File: config.mk
export PLATFORM = sky130hd
export DESIGN_NAME = mmio_seg_display
export DESIGN_NICKNAME = d
export VERILOG_FILES = /design/src/rtl/mmio_seg_display_pkg.sv /design/src/rtl/mmio_seg_display_sw_debounce.sv /design/src/rtl/mmio_seg_display.sv
export SDC_FILE = /design/constraint.sdc
export NUM_CORES = 1
export LEC_CHECK = 0
export CAP_MARGIN = 20
export CORE_UTILIZATION = 53
export DETAILED_ROUTE_END_ITERATION = 8
export PLACE_DENSITY_LB_ADDON = 0.1
export SYNTH_ARGS = -nofsm -noshare
export SYNTH_HDL_FRONTEND = slang
export SYNTH_SLANG_ARGS = --single-unit
File: constraint.sdc
create_clock -name i_mclk -period 2.7 [get_ports i_mclk]
set_input_delay 0.54 -clock i_mclk [delete_from_list [all_inputs] [get_ports i_mclk]]
set_output_delay 0.54 -clock i_mclk [all_outputs]
set_load 0.005 [all_outputs]
File: src/rtl/mmio_seg_display_pkg.sv
// -----------------------------------------------------------------------------
// io_pkg
//   Shared definitions for the mmio_seg_display front-panel peripheral:
//   register indices, CTRL register layout and the hex-to-seven-segment
//   lookup used by the display driver.
// -----------------------------------------------------------------------------
package io_pkg;

  // Register indices on i_addr. Display value registers start at REG_DISP0
  // and occupy NUM_DISP consecutive indices.
  localparam logic [2:0] REG_LED   = 3'd0;
  localparam logic [2:0] REG_SW    = 3'd1;
  localparam logic [2:0] REG_DISP0 = 3'd2;
  localparam logic [2:0] REG_DP    = 3'd6;
  localparam logic [2:0] REG_CTRL  = 3'd7;

  // CTRL bit positions.
  localparam int CTRL_EN_BIT    = 0;
  localparam int CTRL_BLANK_BIT = 1;

  typedef struct packed {
    logic blank;  // bit 1: blank leading zero digits
    logic en;     // bit 0: drive the displays
  } ctrl_t;

  localparam ctrl_t CTRL_RESET = '{blank: 1'b0, en: 1'b1};

  // Hex nibble -> active-low segments {g,f,e,d,c,b,a}; b and d are lowercase.
  function automatic logic [6:0] hex_to_seg(input logic [3:0] nib);
    logic [6:0] seg;
    case (nib)
      4'h0: seg = 7'b100_0000;
      4'h1: seg = 7'b111_1001;
      4'h2: seg = 7'b010_0100;
      4'h3: seg = 7'b011_0000;
      4'h4: seg = 7'b001_1001;
      4'h5: seg = 7'b001_0010;
      4'h6: seg = 7'b000_0010;
      4'h7: seg = 7'b111_1000;
      4'h8: seg = 7'b000_0000;
      4'h9: seg = 7'b001_0000;
      4'hA: seg = 7'b000_1000;
      4'hB: seg = 7'b000_0011;
      4'hC: seg = 7'b100_0110;
      4'hD: seg = 7'b010_0001;
      4'hE: seg = 7'b000_0110;
      default: seg = 7'b000_1110;  // F
    endcase
    return seg;
  endfunction

endpackage

File: src/rtl/mmio_seg_display_sw_debounce.sv
// -----------------------------------------------------------------------------
// sw_debounce
//   Two-flop synchroniser followed by a per-bit stability counter. A
//   debounced bit only follows its synchronised input after the two have
//   disagreed for DEBOUNCE_CYC consecutive cycles; any agreement in between
//   restarts that bit's count.
// Ports
//   clk_i   clock
//   rst_ni  asynchronous active-low reset
//   sw_i    raw asynchronous switch inputs
//   sw_o    debounced switch state
// -----------------------------------------------------------------------------
module sw_debounce #(
  parameter int SW_W         = 16,
  parameter int DEBOUNCE_CYC = 16
) (
  input  logic            clk_i,
  input  logic            rst_ni,
  input  logic [SW_W-1:0] sw_i,
  output logic [SW_W-1:0] sw_o
);

  localparam int              CNT_W    = $clog2(DEBOUNCE_CYC + 1);
  localparam logic [CNT_W-1:0] CNT_LAST = CNT_W'(DEBOUNCE_CYC - 1);

  logic [SW_W-1:0]  sync1_q, sync2_q;
  logic [SW_W-1:0]  deb_q, deb_d;
  logic [CNT_W-1:0] cnt_q [SW_W];
  logic [CNT_W-1:0] cnt_d [SW_W];

  always_comb begin
    // NOTE: every output of a combinational block gets a default before any
    // conditional assignment, so no path can leave it holding state (latch).
    deb_d = deb_q;
    for (int b = 0; b < SW_W; b++) begin
      cnt_d[b] = '0;
      if (sync2_q[b] != deb_q[b]) begin
        if (cnt_q[b] == CNT_LAST) begin
          deb_d[b] = sync2_q[b];
        end else begin
          cnt_d[b] = cnt_q[b] + CNT_W'(1);
        end
      end
    end
  end

  // NOTE: state registers use non-blocking assignments so every flop samples
  // pre-edge values, independent of statement order.
  always_ff @(posedge clk_i or negedge rst_ni) begin
    if (!rst_ni) begin
      sync1_q <= '0;
      sync2_q <= '0;
      deb_q   <= '0;
      // NOTE: the counter array is a handful of flops, not a RAM, so it is
      // reset element by element; a true memory would be left unreset.
      for (int b = 0; b < SW_W; b++) cnt_q[b] <= '0;
    end else begin
      sync1_q <= sw_i;
      sync2_q <= sync1_q;
      deb_q   <= deb_d;
      for (int b = 0; b < SW_W; b++) cnt_q[b] <= cnt_d[b];
    end
  end

  assign sw_o = deb_q;

endmodule

File: src/rtl/mmio_seg_display.sv
// -----------------------------------------------------------------------------
// mmio_seg_display
//   Memory-mapped front-panel peripheral: LED register, debounced switch
//   register and a time-multiplexed driver for NUM_DISP seven-segment
//   displays of DIGITS digits each.
// Ports
//   i_mclk / i_reset      clock, asynchronous active-low reset
//   i_we, i_re, i_addr    register write/read strobes and register index
//   i_wdata               write data
//   o_rdata, o_rvalid     read data and its one-cycle valid, one cycle after i_re
//   i_sw                  raw switches
//   o_led                 LED drive, active-high
//   o_seg                 per display {dp,g..a}, active-low
//   o_an                  per display digit enables, active-low
// Register map: 0 LED, 1 SW (ro), 2.. DISPn, 6 DP, 7 CTRL {blank,en}.
// -----------------------------------------------------------------------------
module mmio_seg_display
  import io_pkg::*;
#(
  parameter int DATA_W       = 64,
  parameter int NUM_DISP     = 2,
  parameter int DIGITS       = 4,
  parameter int SW_W         = 16,
  parameter int LED_W        = 16,
  parameter int REFRESH_DIV  = 50000,
  parameter int DEBOUNCE_CYC = 16
) (
  input  logic                       i_mclk,
  input  logic                       i_reset,
  input  logic                       i_we,
  input  logic                       i_re,
  input  logic [2:0]                 i_addr,
  input  logic [DATA_W-1:0]          i_wdata,
  output logic [DATA_W-1:0]          o_rdata,
  output logic                       o_rvalid,
  input  logic [SW_W-1:0]            i_sw,
  output logic [LED_W-1:0]           o_led,
  output logic [NUM_DISP*8-1:0]      o_seg,
  output logic [NUM_DISP*DIGITS-1:0] o_an
);

  localparam int DISP_W = DIGITS * 4;
  localparam int DP_W   = NUM_DISP * DIGITS;
  localparam int IDX_W  = (DIGITS > 1) ? $clog2(DIGITS) : 1;
  localparam int REF_W  = $clog2(REFRESH_DIV);

  localparam logic [REF_W-1:0] REF_LAST = REF_W'(REFRESH_DIV - 1);
  localparam logic [IDX_W-1:0] IDX_LAST = IDX_W'(DIGITS - 1);

  // Register file
  logic [LED_W-1:0]                  led_q, led_d;
  logic [NUM_DISP-1:0][DISP_W-1:0]   disp_q, disp_d;
  logic [DP_W-1:0]                   dp_q, dp_d;
  ctrl_t                             ctrl_q, ctrl_d;

  // Read port
  logic [DATA_W-1:0]                 rdata_q, rdata_d;
  logic                              rvalid_q;

  // Refresh scan
  logic [REF_W-1:0]                  refresh_q, refresh_d;
  logic [IDX_W-1:0]                  idx_q, idx_d;

  // Display outputs and per-display intermediates
  logic [NUM_DISP*8-1:0]             seg_q, seg_d;
  logic [DP_W-1:0]                   an_q, an_d;
  logic [NUM_DISP-1:0][3:0]          cur_nib;
  logic [NUM_DISP-1:0]               cur_dp;
  logic [NUM_DISP-1:0]               upper_nz;
  logic [NUM_DISP-1:0]               blank;

  logic [SW_W-1:0]                   sw_deb;
  logic                              unused_wdata;

  // Only the low bits of each register are meaningful; the rest of the bus
  // is intentionally ignored.
  assign unused_wdata = ^i_wdata;

  sw_debounce #(
    .SW_W         (SW_W),
    .DEBOUNCE_CYC (DEBOUNCE_CYC)
  ) u_sw_debounce (
    .clk_i  (i_mclk),
    .rst_ni (i_reset),
    .sw_i   (i_sw),
    .sw_o   (sw_deb)
  );

  // Register writes. Unmapped indices (including DISP slots beyond NUM_DISP)
  // fall through and leave every register unchanged.
  always_comb begin
    led_d  = led_q;
    disp_d = disp_q;
    dp_d   = dp_q;
    ctrl_d = ctrl_q;
    if (i_we) begin
      if (i_addr == REG_LED) led_d = i_wdata[LED_W-1:0];
      if (i_addr == REG_DP)  dp_d  = i_wdata[DP_W-1:0];
      if (i_addr == REG_CTRL) begin
        ctrl_d.en    = i_wdata[CTRL_EN_BIT];
        ctrl_d.blank = i_wdata[CTRL_BLANK_BIT];
      end
      for (int d = 0; d < NUM_DISP; d++) begin
        if (i_addr == REG_DISP0 + 3'(d)) disp_d[d] = i_wdata[DISP_W-1:0];
      end
    end
  end

  // Read mux sees the pre-write register values, so a same-cycle read and
  // write of one index returns the old contents.
  always_comb begin
    rdata_d = '0;
    case (i_addr)
      REG_LED:  rdata_d[LED_W-1:0] = led_q;
      REG_SW:   rdata_d[SW_W-1:0]  = sw_deb;
      REG_DP:   rdata_d[DP_W-1:0]  = dp_q;
      REG_CTRL: rdata_d[1:0]       = ctrl_q;
      default: begin
        for (int d = 0; d < NUM_DISP; d++) begin
          if (i_addr == REG_DISP0 + 3'(d)) rdata_d[DISP_W-1:0] = disp_q[d];
        end
      end
    endcase
  end

  // Refresh counter runs regardless of CTRL.en so re-enabling resumes the
  // scan without a restart.
  always_comb begin
    refresh_d = refresh_q + REF_W'(1);
    idx_d     = idx_q;
    if (refresh_q == REF_LAST) begin
      refresh_d = '0;
      idx_d     = (idx_q == IDX_LAST) ? '0 : idx_q + IDX_W'(1);
    end
  end

  // Segment/anode generation for the currently selected digit. A digit above
  // position 0 is blanked when it and every higher digit are zero; dp is
  // still driven on a blanked digit.
  always_comb begin
    seg_d    = '1;
    an_d     = '1;
    cur_nib  = '0;
    cur_dp   = '0;
    upper_nz = '0;
    blank    = '0;
    for (int d = 0; d < NUM_DISP; d++) begin
      for (int k = 0; k < DIGITS; k++) begin
        if (idx_q == IDX_W'(k)) begin
          cur_nib[d] = disp_q[d][k*4 +: 4];
          cur_dp[d]  = dp_q[d*DIGITS + k];
        end
        if ((IDX_W'(k) >= idx_q) && (disp_q[d][k*4 +: 4] != 4'h0)) upper_nz[d] = 1'b1;
      end
      blank[d] = ctrl_q.blank && (idx_q != '0) && !upper_nz[d];
      if (ctrl_q.en) begin
        seg_d[d*8 +: 8] = {~cur_dp[d], blank[d] ? 7'h7F : hex_to_seg(cur_nib[d])};
        for (int k = 0; k < DIGITS; k++) begin
          an_d[d*DIGITS + k] = (idx_q != IDX_W'(k));
        end
      end
    end
  end

  always_ff @(posedge i_mclk or negedge i_reset) begin
    if (!i_reset) begin
      led_q     <= '0;
      disp_q    <= '0;
      dp_q      <= '0;
      ctrl_q    <= CTRL_RESET;
      rdata_q   <= '0;
      rvalid_q  <= 1'b0;
      refresh_q <= '0;
      idx_q     <= '0;
      seg_q     <= '1;
      an_q      <= '1;
    end else begin
      led_q     <= led_d;
      disp_q    <= disp_d;
      dp_q      <= dp_d;
      ctrl_q    <= ctrl_d;
      rvalid_q  <= i_re;
      if (i_re) rdata_q <= rdata_d;
      refresh_q <= refresh_d;
      idx_q     <= idx_d;
      seg_q     <= seg_d;
      an_q      <= an_d;
    end
  end

  assign o_led    = led_q;
  assign o_rdata  = rdata_q;
  assign o_rvalid = rvalid_q;
  assign o_seg    = seg_q;
  assign o_an     = an_q;

endmodule

==> results.md <==
- Cell chain of the critical path: inv_1 -> ha_1 -> buf_4 -> nor2_1 -> o211ai_1 -> nand2_1 -> inv_1 -> ha_1 -> inv_1 -> nor2_1 -> a21oi_1 -> o221ai_1
- RR Endpoint: o_seg[5]
- Synth Register Bits: about 240
- Mapped cell area: 10960 um2
- Clock Latency Late Sink: around 0.52 ns
- Core area: 20230 um2
- Max Cap Violations: 0
- Vias in the first global route: 6944
- Max incr delay on CP: 0.44 ns
- Async SR Flop Fraction: 100.0%
- CTS sink cnt: approximately 240
- Yosys warns: 0
- CTS tree: built
- Antenna cells: 0
- Synth Flop Type: dfrtp_1
- DRC Markers: 0
- Sequential element share of the synthesized area: a little under three fifths
- Part of the cycle the worst path needs: between 80% and 90%
- Num ports: 192
- HPWL Detailed: between 10000 and 15000 um
- Post-route ant nets: 0
- Total CTS buffers: 26
- Fmax: about 0.41 GHz
- WS Path Type: flip-flop to flip-flop
- Max rail drop VDD: slightly below 0.5 mV
- Area delta synth->final: 18.63%
- Maximum fanout along the worst path: 7
- Max transition margin: approximately half
- Overflow after GRT: 0
- Vias: a little under 7000
- First-pass iteration count of the detailed router: 4
- RSZ-0062 raised after global routing: no
- Slowest CP cell: dfrtp_1
- Initial Utilization: between 50% and 60%
- Max Root-Sink Buffers: 3
- Placed cell areas: 12120 um2
- R2R setup slack: about 0.28 ns
- Final hold vios: 0
- Clk_skew: roughly 0.0088 ns
- First-pass GRT wire length: 34550 um
- Port Buffers: 95
- Drt total wl: approximately 21000 um
- Hold_sp: u_sw_debounce.sync1_q[6]
- Pin count of the biggest net entering global routing: 74
- Setup violators final: 0
- Post-synth EDFFs: 0
- WP data required: around 3.1 ns
- Final Max Tran Viols: 0
- Worst setup EP type: flip-flop
- Status: finished clean
- Fin area: about 13000 um2
- Pwr dens: about 730 nW/um2
- Fraction of layout cells with a size suffix above 1: 17.91%
- Critical Path Most Common Cell: inv_1
- Clock slew at reported path FFs: ~0.060 ns
- R2R cell count: 12
- Layout Nets: approximately 1200
- Worst Max-Slew Pin Slew: between 0.7 and 0.8 ns
- Worst EP arrival: ~2.8 ns
- Critical Path Source Type: flip-flop
- Hold Path Sink: u_sw_debounce.sync2_q[6]
- Mean post-synth cell area: approximately 12 um2
- Cells after synthesis: just over 900
- Maximum level of the CTS H-tree: 1
- Average vias per placed instance: a little over 5
- Tot GR Track Use: between 20% and 30%
- Final period demand of the worst path: approximately 2.4 ns
- Leakage power: 6.133 nW
- Die height: between 100 and 150 um
- Die ar.: about 21000 um2
- Row cnt: 52
- DR iter-0 viols: ~240
- Yosys cell types: between 50 and 60
- Placer Congestion: 0.8118
- Hold Crit Class: flip-flop to flip-flop
- Root buffer cell: clkbuf_16
- Setup TNS: 0 ns
- Initial antenna violation count: 0
- R2R Path Start: idx_q[0]
- Hold path depth: 0
- Drt wl/cell: 15.54 um
- Die width: ~150 um
==> cells by family (layout without fill, tap and decap cells) <==
| logic type | after synthesis | count (layout) | synth area share, % |
|---|---|---|---|
| DFF | 241 | 241 | 55.28 |
| buffers and inverters | 119 | 210 | 6.314 |
| muxes | 109 | 109 | 11.81 |
| adders and majority gates | 36 | 36 | 4.111 |
| and+or+nand+nor | 250 | 250 | 11.73 |
| other | 1 | 48 | 0.03422 |
| AOI/OAI and AO/OA | 99 | 99 | 5.778 |
| xor gates and xnor gates | 62 | 62 | 4.955 |
==> repair_timing <==
item                       4_1_cts  5_1_grt
hold endpoints to repair        56        0
setup endpoints to repair        0        3
hold buffers                     1        0
setup buffers                    0        0
gates resized for setup          0        1
==> layout by cell type (no fill, tap or decap), types with 3 or more instances in the layout <==
cell             count
dfrtp_1            220
clkdlybuf4s50_1     93
nor2_1              81
mux2_2              81
xor2_1              54
conb_1              48
nand3_1             45
inv_1               43
ha_1                36
o21ai_0             35
nand2_1             27
clkbuf_16           27
and2_1              24
a21oi_1             22
dfstp_2             21
buf_4               20
mux2i_1             19
and3_1              17
nor2b_1             11
xnor2_1              8
o221ai_1             8
mux4_2               8
o22ai_1              8
nand2b_1             7
clkbuf_8             7
clkbuf_1             7
nor4_1               6
a221oi_1             5
nor3b_1              5
nand3b_1             5
nand4_1              5
buf_12               4
o211ai_1             3
and4_1               3
nor3_2               3
o21ai_1              3
clkinv_2             3
==> report_power, final <==
part	internal, mW	switching, mW
combinational	0.863	0.661
clock	2.12	1.37
sequential	4.09	0.321
total	7.07	2.36
==> flip-flops by register name (all words and copies together), names as in the netlist <==
signal,count
disp_q,32
o_an,4
u_sw_debounce.sw_o,16
dp_q,8
u_sw_debounce.cnt_q,80
o_rdata,16
u_sw_debounce.sync2_q,16
o_rvalid,1
o_seg,16
u_sw_debounce.sync1_q,16
o_led,16
idx_q,2
ctrl_q,2
refresh_q,16
==> how the worst max path moves through the flow <==
stage | start | endpoint | cells past startpoint
finish | idx_q[0] | o_seg[5] | 12
global route | idx_q[0] | o_seg[5] | 12
CTS | idx_q[0] | o_seg[14] | 10
detailed placement | i_addr[1] | disp_q[17] | 5
global placement | i_addr[1] | disp_q[28] | 5
floorplan | idx_q[0] | o_seg[9] | 11
==> cell usage after synthesis, types with 3 or more instances <==
cell type,number,share of area (%)
dfrtp_1,220,50
mux2_2,81,8.3
nor2_1,81,2.8
buf_4,62,4.2
xor2_1,54,4.3
nand3_1,45,2.1
inv_1,43,1.5
ha_1,36,4.1
o21ai_0,35,1.6
nand2_1,27,0.92
and2_1,24,1.4
a21oi_1,22,1.0
dfstp_2,21,5.0
mux2i_1,19,1.7
and3_1,17,0.97
nor2b_1,11,0.63
buf_2,10,0.46
o221ai_1,9,0.72
mux4_2,8,1.6
o22ai_1,8,0.46
xnor2_1,8,0.64
nand2b_1,7,0.40
nor4_1,6,0.34
a221oi_1,5,0.40
nand3b_1,5,0.34
nand4_1,5,0.29
nor3b_1,5,0.34
and4_1,3,0.24
nor3_2,3,0.27
o211ai_1,3,0.21
o21ai_1,3,0.14
==> worst max-delay path, delay by kind of cell, from the launching register on <==
family	cells	cell delay, ns
buf+inv	4	0.49
compound gates	3	0.43
flops	1	0.44
simple gates	3	0.50
fa+ha+maj	2	0.45
==> routing by layer <==
| metal | share of wire, % | GRT usage [%] | wire (um) | up-vias |
|---|---|---|---|---|
| met5 | 0 | 0 | 0 | - |
| met4 | 2.7 | 6.105 | 555 | 0 |
| met3 | 3.4 | 2.727 | 709 | 38 |
| met2 | 49 | 33.64 | 10000 | 132 |
| met1 | 45 | 27.58 | 9323 | 3390 |
| li1 | - | - | - | 3306 |
==> final cells by class <==
type	count	area (um2)
Fill cell	1641	7234
Clock inverter	6	62.56
Clock buffer	41	798.3
Tap cell	270	337.8
Inverter	43	161.4
Multi-Input combinational cell	604	4392
Timing Repair Buffer	120	1191
Sequential cell	241	6057
==> per-stage QoR <==
step / utilization (%) / std cells / setup WS, ns / power (mW) / hold WS [ns]
global placement: 59.91 / 1277 / 0.1795 / 5.980 / 0.3319
global route: 64.25 / 1325 / 0.02945 / 9.871 / 0.3536
finish: 64.25 / 1325 / 0.2819 / 9.430 / 0.3463
CTS: 64.22 / 1325 / 0.1699 / 9.547 / 0.3482
detailed placement: 59.91 / 1277 / 0.1819 / 6.013 / 0.3347
floorplan: - / 964 / 0.2874 / 5.240 / 0.2444
No activity file was read; power rests on OpenSTA's default activity.
